**src/rtl/shift_mult_ctrl_if.sv**
```systemverilog
// shift_mult_ctrl_if: request/strobe bundle between the shift-add multiplier controller and its datapath.
interface shift_mult_ctrl_if #(parameter int CW = 5);
  logic start, abort, lsb;
  logic ld, shen, acc_clr, acc_ld, busy, done;
  logic [CW-1:0] cnt;
  modport master(output start, abort, lsb, input ld, shen, acc_clr, acc_ld, busy, done, cnt);
  modport slave(input start, abort, lsb, output ld, shen, acc_clr, acc_ld, busy, done, cnt);
endinterface

```
**src/rtl/shift_mult_ctrl.sv**
```systemverilog
// shift_mult_ctrl: sequences load, N shift/add steps and a done pulse for a shift-add multiplier.
module shift_mult_ctrl #(
  parameter int N  = 16,
  parameter int CW = 5
) (
  input logic clk,
  input logic clr,
  shift_mult_ctrl_if.slave bus
);
  typedef enum logic [1:0] {IDLE, LOAD, RUN, DONE} state_t;
  state_t st;
  logic ld, shen, acc_clr, busy, done;
  logic [CW-1:0] cnt;
  always_ff @(posedge clk or negedge clr) begin
    if (!clr) begin
      st <= IDLE;
      ld <= 1'b0;
      shen <= 1'b0;
      acc_clr <= 1'b0;
      busy <= 1'b0;
      done <= 1'b0;
      cnt <= '0;
    end else begin
      ld <= 1'b0;
      acc_clr <= 1'b0;
      done <= 1'b0;
      case (st)
        IDLE: if (bus.start && !bus.abort) begin
          st <= LOAD;
          ld <= 1'b1;
          acc_clr <= 1'b1;
          busy <= 1'b1;
          cnt <= '0;
        end
        LOAD: if (bus.abort) begin
          st <= IDLE;
          busy <= 1'b0;
        end else begin
          st <= RUN;
          shen <= 1'b1;
        end
        RUN: if (bus.abort) begin
          st <= IDLE;
          shen <= 1'b0;
          busy <= 1'b0;
          cnt <= '0;
        end else begin
          cnt <= cnt + CW'(1);
          if (cnt == CW'(N - 1)) begin
            st <= DONE;
            shen <= 1'b0;
            busy <= 1'b0;
            done <= 1'b1;
          end
        end
        DONE: begin
          st <= IDLE;
          cnt <= '0;
        end
        default: st <= IDLE;
      endcase
    end
  end
  // Only the accumulator load follows an input directly: add when the outgoing multiplier bit is 1.
  assign bus.acc_ld  = shen & bus.lsb;
  assign bus.ld      = ld;
  assign bus.shen    = shen;
  assign bus.acc_clr = acc_clr;
  assign bus.busy    = busy;
  assign bus.done    = done;
  assign bus.cnt     = cnt;
endmodule

```
**src/flat_wrapper.sv**
```systemverilog
// flat-port wrapper written by rule: the top's interface ports become plain ports
module shift_mult_ctrl_flat 
#(
  parameter int N  = 16,
  parameter int CW = 5
)
  (clk, clr, bus_start, bus_abort, bus_lsb, bus_ld, bus_shen, bus_acc_clr, bus_acc_ld, bus_busy, bus_done, bus_cnt);
  shift_mult_ctrl_if #(.CW(CW)) bus_i ();
  input logic clk;
  input logic clr;
  input wire logic [$bits(bus_i.start)-1:0] bus_start;
  input wire logic [$bits(bus_i.abort)-1:0] bus_abort;
  input wire logic [$bits(bus_i.lsb)-1:0] bus_lsb;
  output wire logic [$bits(bus_i.ld)-1:0] bus_ld;
  output wire logic [$bits(bus_i.shen)-1:0] bus_shen;
  output wire logic [$bits(bus_i.acc_clr)-1:0] bus_acc_clr;
  output wire logic [$bits(bus_i.acc_ld)-1:0] bus_acc_ld;
  output wire logic [$bits(bus_i.busy)-1:0] bus_busy;
  output wire logic [$bits(bus_i.done)-1:0] bus_done;
  output wire logic [$bits(bus_i.cnt)-1:0] bus_cnt;
  assign bus_i.start = bus_start;
  assign bus_i.abort = bus_abort;
  assign bus_i.lsb = bus_lsb;
  assign bus_ld = bus_i.ld;
  assign bus_shen = bus_i.shen;
  assign bus_acc_clr = bus_i.acc_clr;
  assign bus_acc_ld = bus_i.acc_ld;
  assign bus_busy = bus_i.busy;
  assign bus_done = bus_i.done;
  assign bus_cnt = bus_i.cnt;
  shift_mult_ctrl #(.N(N), .CW(CW)) u_core (.clk(clk), .clr(clr), .bus(bus_i));
endmodule
```
**config.mk**
```make
export PLATFORM = sky130hd
export DESIGN_NAME = shift_mult_ctrl_flat
export DESIGN_NICKNAME = d
export VERILOG_FILES = /design/src/rtl/shift_mult_ctrl_if.sv /design/src/rtl/shift_mult_ctrl.sv /design/src/flat_wrapper.sv
export SDC_FILE = /design/constraint.sdc
export NUM_CORES = 1
export LEC_CHECK = 0
export ABC_AREA = 1
export CORE_UTILIZATION = 46
export DETAILED_ROUTE_END_ITERATION = 10
export GPL_TIMING_DRIVEN = 0
export HOLD_SLACK_MARGIN = 0.1
export PLACE_DENSITY = 0.75
export SYNTH_ARGS = -nofsm -noshare
export SYNTH_HDL_FRONTEND = slang
export SYNTH_SLANG_ARGS = --single-unit
```
**constraint.sdc**
```tcl
create_clock -name clk -period 1.9 [get_ports clk]
set_input_delay 0.19 -clock clk [delete_from_list [all_inputs] [get_ports clk]]
set_output_delay 0.19 -clock clk [all_outputs]
set_load 0.005 [all_outputs]
```
==> metrics.md, run 1 <==
| Metric | Value |
|---|---|
| Run status | `finished, final reports clean` |
| Switching portion of total power | `0.409` |
| Worst skew pair latency | `0.27 ns` |
| Final number of max-transition violations | `0` |
| Number of design rule violations left after detail routing | `0` |
| Yosys warning count | `0` |
| Iteration-0 DRC count of the detailed router | `10` |
| Antenna viol nets, final | `0` |
| Highest attainable clock frequency | `691 MHz` |
| Setup TNS Final | `0 ns` |
| Clock period minus final worst setup slack | `1.45 ns` |
| Area added between synthesis and finish | `30.1%` |
| Pin count of the biggest net entering global routing | `12` |
| Total number of nets in the final design | `109` |
| Area of all sequential standard cells | `275 um^2` |
| CTS hold repair buffers | `0` |
| Arr. time, crit path | `1.61 ns` |
| Synth top area cells | `sky130_fd_sc_hd__dfrtp_1 42%, sky130_fd_sc_hd__ha_1 12%, sky130_fd_sc_hd__nand2_1 9.3%` |
| Top Ports | `16` |
| Cell type contributing the most total cell area after synthesis | `sky130_fd_sc_hd__dfrtp_1` |
| Placer congestion estimate | `0.843` |
| Proportion of layout cells with a drive suffix above 1 | `0.134` |
| Worst voltage drop across the vdd grid | `0.845 mV` |
| Yosys top cell area share | `0.425` |
| Sequential-to-total area share from yosys stat | `0.425` |
| Total overflow reported by the global router | `0` |
| Worst slack on hold paths | `0.242 ns` |
| Post-synthesis cell count | `78` |
| Clock network fraction of total power | `0.162` |
| Root buffer selected by CTS | `sky130_fd_sc_hd__clkbuf_4` |
| Vias post-DR | `536` |
| Final standard cell area without fillers | `843 um^2` |
| Global-route wire length before repair | `1970 um` |
| Number of diodes added for antenna fixing | `0` |
| Detailed Route WL | `1260 um` |
| I/O Buffers | `15` |
| Distinct cells, synth | `18` |
| Max Cap Violations | `0` |
| Tot GR Track Use | `0.194` |
| Initial antenna violation count | `0` |
| Combinational group share of total power | `0.509` |
| Category of the most critical setup path | `reg -> reg` |
| Cell internal pwr | `600 uW` |
| Final critical-path share of the clock period | `0.762` |
| Clock Path Buffers | `2` |
| Number of filler instances in the final layout | `122` |
| Via count normalized by instance count | `4.79` |
| Die Span X | `39.5 um` |
| Clock tree skew after final layout | `0.00861 ns` |
| Avg Cell Area, Syn | `8.31 um^2` |
| Cts bufs inserted | `3` |
| Average wire per cell in the routed design | `11.3 um` |
| Number of optimization iterations in the first detailed-route pass | `2` |
| Final setup fails | `0` |
| Vias in the first global route | `495` |
| Flops & latches, synth | `11` |
| Clock tree from TritonCTS | `built` |
| Cell count after placement | `108` |
| Final hold violation count | `0` |
| Power density of the placed cells | `1200 mW/mm^2` |
| Fin cells | `112` |
| Starting density of the core | `0.498` |
| Height of the die | `39.5 um` |
| Number of levels in the clock H-tree | `1` |
| Sequential cell fraction of total power | `0.329` |
| Unrepaired setup endpoints after global routing | `no` |
| Hold/Removal Path Class | `in -> async` |
| Worst endpoint required time | `2.06 ns` |
| Capturing element type of the critical path | `flop` |
| Highest fanout seen on the critical path | `4` |
| Worst max-slew margin expressed relative to the limit | `0.668` |
| CTS clock-pin slew for the worst setup and hold paths | `0.08 ns` |
| Area after detailed placement | `817 um^2` |
| Transition at the pin with the smallest max-transition slack | `0.496 ns` |
| Area inside the core boundary | `0.00130 mm^2` |
| Gates resized, CTS repair | `0` |
| Die ar. | `0.00156 mm^2` |
| Clock sinks | `11` |
| Post-synth net total | `89` |
| Critical path launch point type | `flop` |
| Number of setup buffers added after CTS | `0` |
| Pleak | `0.000400 uW` |
| DP Wirelength | `1020 um` |
| Synthesized cell area | `648 um^2` |
| Number of core rows | `13` |
| Area of combinational cells with multiple inputs | `313 um^2` |
| P_sw | `416 uW` |
-- metrics by stage --
| stage | total power [uW] | utilization | setup WS [ns] |
|---|---|---|---|
| global route | 1110 | 0.648 | 0.361 |
| floorplan | 687 | - | 0.573 |
| CTS | 1020 | 0.648 | 0.444 |
| detailed placement | 857 | 0.628 | 0.463 |
| global placement | 840 | 0.628 | 0.489 |
| finish | 1020 | 0.648 | 0.452 |
-- cells in the mapped netlist --
master / count
sky130_fd_sc_hd__a21oi_2: 1
sky130_fd_sc_hd__a22oi_1: 1
sky130_fd_sc_hd__dfrtp_1: 11
sky130_fd_sc_hd__nand2_4: 3
sky130_fd_sc_hd__nand3_1: 2
sky130_fd_sc_hd__inv_2: 2
sky130_fd_sc_hd__nand3b_1: 1
sky130_fd_sc_hd__buf_4: 1
sky130_fd_sc_hd__inv_1: 12
sky130_fd_sc_hd__o21ai_0: 5
sky130_fd_sc_hd__nand4_1: 2
sky130_fd_sc_hd__nand2_1: 16
sky130_fd_sc_hd__ha_1: 6
sky130_fd_sc_hd__nand2_2: 1
sky130_fd_sc_hd__or2_2: 1
sky130_fd_sc_hd__nor2_1: 9
sky130_fd_sc_hd__o21ai_1: 3
sky130_fd_sc_hd__nor2_4: 1
-- final timing paths --
check / from / end / slack (ns) / cells after the start
max: u_core.bus.cnt[1]$_DFFE_PN0P_ / u_core.bus.busy$_DFFE_PN0P_ / 0.45 / 10
min: clr / u_core.bus.cnt[3]$_DFFE_PN0P_ / 0.24 / 1
max reg2reg: u_core.bus.cnt[1]$_DFFE_PN0P_ / u_core.bus.busy$_DFFE_PN0P_ / 0.45 / 10
min reg2reg: u_core.bus.busy$_DFFE_PN0P_ / u_core.bus.busy$_DFFE_PN0P_ / 0.48 / 2
max in group asynchronous: clr / u_core.st[0]$_DFFE_PN0P_ / 1.31 / 1
min in group clk: u_core.bus.busy$_DFFE_PN0P_ / u_core.bus.busy$_DFFE_PN0P_ / 0.48 / 2
-- placed cells by master (no fill, tap or decap) --
cell and count:
sky130_fd_sc_hd__a21oi_2 1, sky130_fd_sc_hd__nand3b_1 1, sky130_fd_sc_hd__dfrtp_1 11, sky130_fd_sc_hd__clkdlybuf4s50_1 15
sky130_fd_sc_hd__nand2_1 16, sky130_fd_sc_hd__clkbuf_4 3, sky130_fd_sc_hd__clkbuf_1 1, sky130_fd_sc_hd__ha_1 6
sky130_fd_sc_hd__inv_1 12, sky130_fd_sc_hd__a22oi_1 1, sky130_fd_sc_hd__nand2_4 3, sky130_fd_sc_hd__nor2_1 9
sky130_fd_sc_hd__nor2_4 1, sky130_fd_sc_hd__nand3_1 2, sky130_fd_sc_hd__buf_4 1, sky130_fd_sc_hd__or2_2 1
sky130_fd_sc_hd__inv_2 2, sky130_fd_sc_hd__nand4_1 2, sky130_fd_sc_hd__o21ai_1 3, sky130_fd_sc_hd__o21ai_0 5
sky130_fd_sc_hd__nand2_2 1
-- state kept, by name (all words and copies together), names as in the netlist --
signal / count
u_core.bus.busy: 1
u_core.bus.done: 1
u_core.bus.cnt: 5
u_core.st: 2
u_core.bus.acc_clr: 1
u_core.bus.shen: 1
-- metal layers --
| layer | track usage | part of all wire | vias to the layer above |
|---|---|---|---|
| met4 | 0.103 | 0.025 | 0 |
| met1 | 0.225 | 0.45 | 235 |
| li1 | - | - | 282 |
| met3 | 0.0341 | 0.041 | 5 |
| met5 | 0 | 0 | - |
| met2 | 0.332 | 0.49 | 14 |
-- critical path, stage by stage, from the launching register on --
cell                       delay (ns)
sky130_fd_sc_hd__dfrtp_1         0.42
sky130_fd_sc_hd__ha_1            0.20
sky130_fd_sc_hd__nand2_1         0.10
sky130_fd_sc_hd__nor2_1          0.05
sky130_fd_sc_hd__ha_1            0.16
sky130_fd_sc_hd__inv_1           0.07
sky130_fd_sc_hd__nand2_2         0.08
sky130_fd_sc_hd__nand2_4         0.08
sky130_fd_sc_hd__inv_2           0.04
sky130_fd_sc_hd__nand3b_1        0.08
sky130_fd_sc_hd__nand2_1         0.06
-- power by group through the flow --
stage | combinational [uW] | sequential, uW | clock, uW
2_1_floorplan | 354 | 333 | 0
3_3_place_gp | 506 | 334 | 0
3_5_place_dp | 520 | 337 | 0
4_1_cts | 524 | 334 | 166
5_1_grt | 595 | 337 | 178
6_report | 517 | 334 | 165
-- cells by family (layout without fill, tap and decap cells) --
| kind of cell | Yosys count | in the layout | synth area share |
|---|---|---|---|
| buffers and inverters | 15 | 34 | 0.0927 |
| AOI/OAI and AO/OA | 10 | 10 | 0.0869 |
| and+or+nand+nor | 36 | 36 | 0.280 |
| DFF | 11 | 11 | 0.425 |
| adders and majority gates | 6 | 6 | 0.116 |
-- layout make-up --
class | count | area share
flip-flops and latches | 11 | 0.326
inverters | 14 | 0.0623
well taps | 15 | 0.0223
multi-input cells | 52 | 0.371
plain buffers | 1 | 0.00890
repair buffers | 15 | 0.178
clock buffers | 4 | 0.0312
(Power assumes the default switching activity.)
==> run 2, diff against run 1 <==
clock period = 1.36 ns   (was 1.9 ns; I/O delays follow)
==> metrics.md, run 2 (synthesis gave the netlist of run 1 again) <==
| Metric | Value |
|---|---|
| CTS hold repair buffers | `0` |
| Capture point of the critical path | `u_core.bus.busy$_DFFE_PN0P_` |
| Highest attainable clock frequency | `692 MHz` |
| Top Registers | `u_core.bus.cnt: 5 flops, u_core.st: 2 flops` |
| Cell depth of the worst flop-to-flop path | `11` |
| Worst reg2reg endpoint | `u_core.bus.busy$_DFFE_PN0P_` |
| Reg2reg start | `u_core.bus.cnt[1]$_DFFE_PN0P_` |
| Antenna viol nets, final | `0` |
| Vias post-DR | `575` |
| Number of optimization iterations in the first detailed-route pass | `3` |
| Critical path launch point type | `flop` |
| Clock tree from TritonCTS | `built` |
| Clock period minus final worst setup slack | `1.44 ns` |
| Placer congestion estimate | `0.843` |
| Final hold violation count | `0` |
| Pin count of the biggest net entering global routing | `12` |
| Number of levels in the clock H-tree | `1` |
| Transition at the pin with the smallest max-transition slack | `0.500 ns` |
| Largest Register | `u_core.bus.cnt` |
| Most common library cell in the layout ignoring fill and taps | `sky130_fd_sc_hd__nand2_1` |
| Area inside the core boundary | `0.00130 mm^2` |
| Die Span X | `39.5 um` |
| Setup slack on the worst flop-to-flop path | `-0.08 ns` |
| Initial antenna violation count | `0` |
| Clock tree skew after final layout | `0.00709 ns` |
| Number of flip-flops under the largest register name | `5` |
| Arr. time, crit path | `1.61 ns` |
| Worst voltage drop across the vdd grid | `1.20 mV` |
| Capturing element type of the critical path | `flop` |
| Iteration-0 DRC count of the detailed router | `13` |
| Starting density of the core | `0.498` |
| Via count normalized by instance count | `4.96` |
| Final standard cell area without fillers | `911 um^2` |
| First element of the critical path | `u_core.bus.cnt[1]$_DFFE_PN0P_` |
| Core occupancy in the finished layout | `0.700` |
| Average wire per cell in the routed design | `12.4 um` |
| Clock sinks | `11` |
| Hold/Removal Path Class | `in -> async` |
| Die ar. | `0.00156 mm^2` |
| Clock Path Buffers | `2` |
| Tot GR Track Use | `0.195` |
| Number of design rule violations left after detail routing | `0` |
| Area after detailed placement | `817 um^2` |
| Root buffer selected by CTS | `sky130_fd_sc_hd__clkbuf_4` |
| Setup TNS Final | `-0.120 ns` |
| Top Ports | `16` |
| Vias in the first global route | `500` |
| Unrepaired setup endpoints after global routing | `yes` |
| Total overflow reported by the global router | `0` |
| Area added between synthesis and finish | `40.5%` |
| Max Cap Violations | `0` |
| Number of core rows | `13` |
| CTS clock-pin slew for the worst setup and hold paths | `0.08 ns` |
| Run status | `finished with violations` |
| Worst skew pair latency | `0.27 ns` |
| Power density of the placed cells | `1680 mW/mm^2` |
| Most frequent cells in the layout | `15 x sky130_fd_sc_hd__nand2_1, 12 x sky130_fd_sc_hd__clkdlybuf4s50_1, 11 x sky130_fd_sc_hd__dfrtp_1` |
| Number of diodes added for antenna fixing | `0` |
| Total number of nets in the final design | `113` |
| Final number of max-transition violations | `0` |
| Worst endpoint required time | `1.52 ns` |
| Category of the most critical setup path | `reg -> reg` |
| Fin worst setup slack | `-0.0849 ns` |
| Cts bufs inserted | `3` |
| DP Wirelength | `1020 um` |
| Highest fanout seen on the critical path | `4` |
| Pleak | `0.000454 uW` |
| I/O Buffers | `15` |
| Final setup fails | `4` |
| Power consumption | `1530 uW` |
| Worst max-slew margin expressed relative to the limit | `0.666` |
| Height of the die | `39.5 um` |
| Global-route wire length before repair | `1970 um` |
| Final critical-path share of the clock period | `1.06` |
| Failing checks | `negative setup slack` |
| Detailed Route WL | `1440 um` |
| Proportion of layout cells with a drive suffix above 1 | `0.277` |
## run 2: changes by cell type in the layout (fill, tap and decap cells not counted), sizes merged
cell,delta
dlygate4sd2,+1
buf,+4
clkdlybuf4s50,-3
dlymetal6s2s,+2
## run 2: worst min-delay path by stage
stage / to / cells after the start / startpoint
after floorplan: u_core.bus.acc_clr$_DFF_PN0_ / 0 / clr
after CTS: u_core.bus.cnt[3]$_DFFE_PN0P_ / 1 / clr
final: u_core.bus.cnt[3]$_DFFE_PN0P_ / 1 / clr
after detailed placement: u_core.bus.busy$_DFFE_PN0P_ / 2 / u_core.bus.busy$_DFFE_PN0P_
after global routing: u_core.bus.cnt[0]$_DFFE_PN0P_ / 1 / clr
after global placement: u_core.bus.busy$_DFFE_PN0P_ / 2 / u_core.bus.busy$_DFFE_PN0P_
## run 2: repair_timing
action | 4_1_cts | 5_1_grt
buffers inserted | 1 | 3
pin swaps | 1 | 2
setup endpoints to repair | 6 | 10
resized for setup | 4 | 13
## run 2: power breakdown
| group | switching (uW) | leakage [uW] | internal [uW] |
|---|---|---|---|
| sequential | 70.1 | 0.000146 | 406 |
| combinational | 453 | 0.000292 | 365 |
| clock | 119 | 0.0000150 | 114 |
## run 2: stage by stage
| step | std cells | worst slack (ns) | hold WS (ns) |
|---|---|---|---|
| 2_1_floorplan | 78 | 0.0325 | -0.160 |
| 3_3_place_gp | 108 | -0.0515 | 0.455 |
| 3_5_place_dp | 108 | -0.0775 | 0.473 |
| 4_1_cts | 113 | -0.0698 | 0.216 |
| 5_1_grt | 116 | -0.167 | 0.234 |
| 6_report | 116 | -0.0849 | 0.190 |
## run 2: routing by layer
metal | vias to the layer above | global-route usage | wire length (um)
met2 | 16 | 0.340 | 753
met4 | 0 | 0.103 | 32
met5 | - | 0 | 0
met3 | 5 | 0.0341 | 57
li1 | 289 | - | -
met1 | 265 | 0.221 | 600
## run 2: critical path, stage by stage (launching register included)
cell and delay, ns:
sky130_fd_sc_hd__dfrtp_1 0.41, sky130_fd_sc_hd__ha_2 0.20, sky130_fd_sc_hd__nand2_2 0.06, sky130_fd_sc_hd__nor2_1 0.10
sky130_fd_sc_hd__ha_2 0.17, sky130_fd_sc_hd__inv_2 0.05, sky130_fd_sc_hd__nand2_4 0.08, sky130_fd_sc_hd__nand2_4 0.06
sky130_fd_sc_hd__inv_2 0.05, sky130_fd_sc_hd__nand2_1 0.04, sky130_fd_sc_hd__nand2_1 0.06, sky130_fd_sc_hd__nand2_1 0.05
## run 2: final cells by class
cell class	instances	area (um^2)
fillers	116	390
clock buffers	4	26.3
flip-flops and latches	11	275
plain buffers	1	7.51
repair buffers	19	184
well taps	15	18.8
multi-input cells	52	347
inverters	14	52.6
==> run 3, diff against run 2 <==
ABC_AREA = 0   (was 1)
CELL_PAD_IN_SITES_DETAIL_PLACEMENT = 1   (was default)
CELL_PAD_IN_SITES_GLOBAL_PLACEMENT = 2   (was default)
CORE_ASPECT_RATIO = 0.7   (was default)
CORE_UTILIZATION = 29   (was 46)
PLACE_DENSITY = 0.74   (was 0.75)
==> metrics.md, run 3 <==
| Metric | Value |
|---|---|
| Ys async rst share | `1.00` |
| Worst endpoint required time | `1.56 ns` |
| Number of core rows | `14` |
| Die Span X | `59.2 um` |
| Worst skew pair latency | `0.27 ns` |
| Distinct cells, synth | `26` |
| Reg2reg start | `u_core.st[1]$_DFFE_PN0P_` |
| Tot GR Track Use | `0.147` |
| Final setup fails | `8` |
| Root buffer selected by CTS | `sky130_fd_sc_hd__clkbuf_4` |
| Clock tree skew after final layout | `0.00303 ns` |
| Number of flip-flops under the largest register name | `5` |
| Critical path launch point type | `flop` |
| Yosys top cell area share | `0.414` |
| Final critical-path share of the clock period | `1.10` |
| Placer congestion estimate | `0.751` |
| Setup TNS Final | `-0.635 ns` |
| Height of the die | `42.0 um` |
| Area of combinational cells with multiple inputs | `392 um^2` |
| Final number of max-transition violations | `0` |
| Setup slack on the worst flop-to-flop path | `-0.14 ns` |
| Cell type contributing the most total cell area after synthesis | `sky130_fd_sc_hd__dfrtp_1` |
| Highest attainable clock frequency | `667 MHz` |
| Capturing element type of the critical path | `flop` |
| Hold/Removal Path Class | `in -> async` |
| CTS hold repair buffers | `0` |
| Most common library cell in the layout ignoring fill and taps | `sky130_fd_sc_hd__dfrtp_1` |
| Top Ports | `16` |
| CTS clock-pin slew for the worst setup and hold paths | `0.07 ns` |
| Starting density of the core | `0.308` |
| Transition at the pin with the smallest max-transition slack | `0.530 ns` |
| Number of filler instances in the final layout | `258` |
| Area of all sequential standard cells | `275 um^2` |
| Cell with the most instances after synthesis | `sky130_fd_sc_hd__dfrtp_1` |
| Post-synthesis cell count | `60` |
| Post-synth top cells | `11 x sky130_fd_sc_hd__dfrtp_1, 9 x sky130_fd_sc_hd__inv_1, 6 x sky130_fd_sc_hd__ha_1` |
| Die ar. | `0.00249 mm^2` |
| Clock tree from TritonCTS | `built` |
| Synthesized cell area | `664 um^2` |
| Top Registers | `u_core.bus.cnt: 5 flops, u_core.st: 2 flops` |
| DP Wirelength | `1060 um` |
| Core occupancy in the finished layout | `0.466` |
| Vias in the first global route | `526` |
| Run status | `finished with violations` |
| Failing checks | `negative setup slack` |
| Fin worst setup slack | `-0.139 ns` |
| Pleak | `0.000463 uW` |
| Cts bufs inserted | `3` |
| I/O Buffers | `15` |
| Power density of the placed cells | `1650 mW/mm^2` |
| Number of synthesized flops with an enable pin | `0` |
| Number of design rule violations left after detail routing | `0` |
| Cell count after placement | `107` |
| Flops & latches, synth | `11` |
| Number of diodes added for antenna fixing | `0` |
| Pin count of the biggest net entering global routing | `12` |
| Proportion of layout cells with a drive suffix above 1 | `0.341` |
| Iteration-0 DRC count of the detailed router | `4` |
| Final hold violation count | `0` |
| Avg Cell Area, Syn | `11.1 um^2` |
| Highest fanout seen on the critical path | `6` |
| Detailed Route WL | `1560 um` |
| Number of optimization iterations in the first detailed-route pass | `4` |
| Unrepaired setup endpoints after global routing | `yes` |
| Dominant synthesized flop cell | `sky130_fd_sc_hd__dfrtp_1` |
| Synth top area cells | `sky130_fd_sc_hd__dfrtp_1 41%, sky130_fd_sc_hd__ha_1 11%, sky130_fd_sc_hd__inv_1 5.1%` |
| Category of the most critical setup path | `reg -> reg` |
| Total number of nets in the final design | `100` |
| Most frequent cells in the layout | `11 x sky130_fd_sc_hd__dfrtp_1, 10 x sky130_fd_sc_hd__buf_4, 9 x sky130_fd_sc_hd__clkdlybuf4s50_1` |
| Clock Path Buffers | `2` |
| Vias post-DR | `544` |
| Sequential-to-total area share from yosys stat | `0.414` |
| Max Cap Violations | `0` |
| Via count normalized by instance count | `4.53` |
| Number of levels in the clock H-tree | `1` |
| Cell depth of the worst flop-to-flop path | `5` |
| Worst voltage drop across the vdd grid | `0.692 mV` |
| Worst slack on hold paths | `0.207 ns` |
| Area added between synthesis and finish | `51.2%` |
| Yosys warning count | `0` |
| Clock sinks | `11` |
| Average wire per cell in the routed design | `13.0 um` |
| Post-synth net total | `71` |
| Total overflow reported by the global router | `0` |
| Antenna viol nets, final | `0` |
| Arr. time, crit path | `1.70 ns` |
| Global-route wire length before repair | `2630 um` |
| Clock period minus final worst setup slack | `1.50 ns` |
| Worst reg2reg endpoint | `u_core.bus.busy$_DFFE_PN0P_` |
| Fin cells | `120` |
| Initial antenna violation count | `0` |
| Worst max-slew margin expressed relative to the limit | `0.645` |
| Largest Register | `u_core.bus.cnt` |
| Area inside the core boundary | `0.00215 mm^2` |
-- run 3: stage by stage --
step / setup slack, ns / total power (uW) / cell area, um^2
final: -0.139 / 1660 / 1000
after CTS: -0.141 / 1570 / 955
after global routing: -0.250 / 1800 / 1000
after detailed placement: -0.325 / 1300 / 891
after global placement: -0.323 / 1290 / 891
after floorplan: -0.108 / 1050 / 701
-- run 3: what timing repair did --
action	in CTS	in global routing
pin swaps	2	2
resized for setup	9	5
endpoints found under the setup margin	13	11
buffers inserted	6	4
-- run 3: routing by layer --
layer	share of wire	vias up	global-route usage
li1	-	264	-
met1	0.55	262	0.224
met5	0	-	0
met2	0.39	18	0.193
met4	0	0	0.0143
met3	0.067	0	0.0679
-- run 3: report_power, final --
part / internal (uW) / total, uW / leakage, uW / switching, uW
clock: 114 / 231 / 0.0000150 / 117
combinational: 543 / 968 / 0.000305 / 425
sequential: 401 / 457 / 0.000143 / 55.8
-- run 3: cell families after synthesis --
logic type      Yosys count  synth area share
compound gates           11             0.175
flops                    11             0.414
buf+inv                  11            0.0678
mux                       5            0.0791
simple gates             16             0.151
fa+ha+maj                 6             0.113
-- run 3: worst max-delay path: stages (launching register included) --
cell                        delay, ns
sky130_fd_sc_hd__dfrtp_1         0.38
sky130_fd_sc_hd__inv_1           0.11
sky130_fd_sc_hd__ha_2            0.24
sky130_fd_sc_hd__nor2b_1         0.17
sky130_fd_sc_hd__a2111oi_4       0.31
sky130_fd_sc_hd__mux2i_1         0.21
-- run 3: how the worst max path moves through the flow --
stage,startpoint,end,slack (ns),depth (start not counted)
floorplan,u_core.bus.cnt[0]$_DFFE_PN0P_,u_core.bus.busy$_DFFE_PN0P_,-0.11,7
global placement,bus_abort,u_core.bus.cnt[0]$_DFFE_PN0P_,-0.32,4
detailed placement,bus_abort,u_core.bus.cnt[0]$_DFFE_PN0P_,-0.32,4
CTS,u_core.bus.cnt[0]$_DFFE_PN0P_,u_core.bus.busy$_DFFE_PN0P_,-0.14,7
global route,u_core.st[1]$_DFFE_PN0P_,u_core.bus.busy$_DFFE_PN0P_,-0.25,5
finish,u_core.st[1]$_DFFE_PN0P_,u_core.bus.busy$_DFFE_PN0P_,-0.14,5
-- run 3: final cells by class --
class,count,share of cell area
inverters,9,0.0336
flip-flops and latches,11,0.274
plain buffers,1,0.00747
multi-input cells,38,0.390
well taps,32,0.0399
repair buffers,25,0.229
clock buffers,4,0.0262
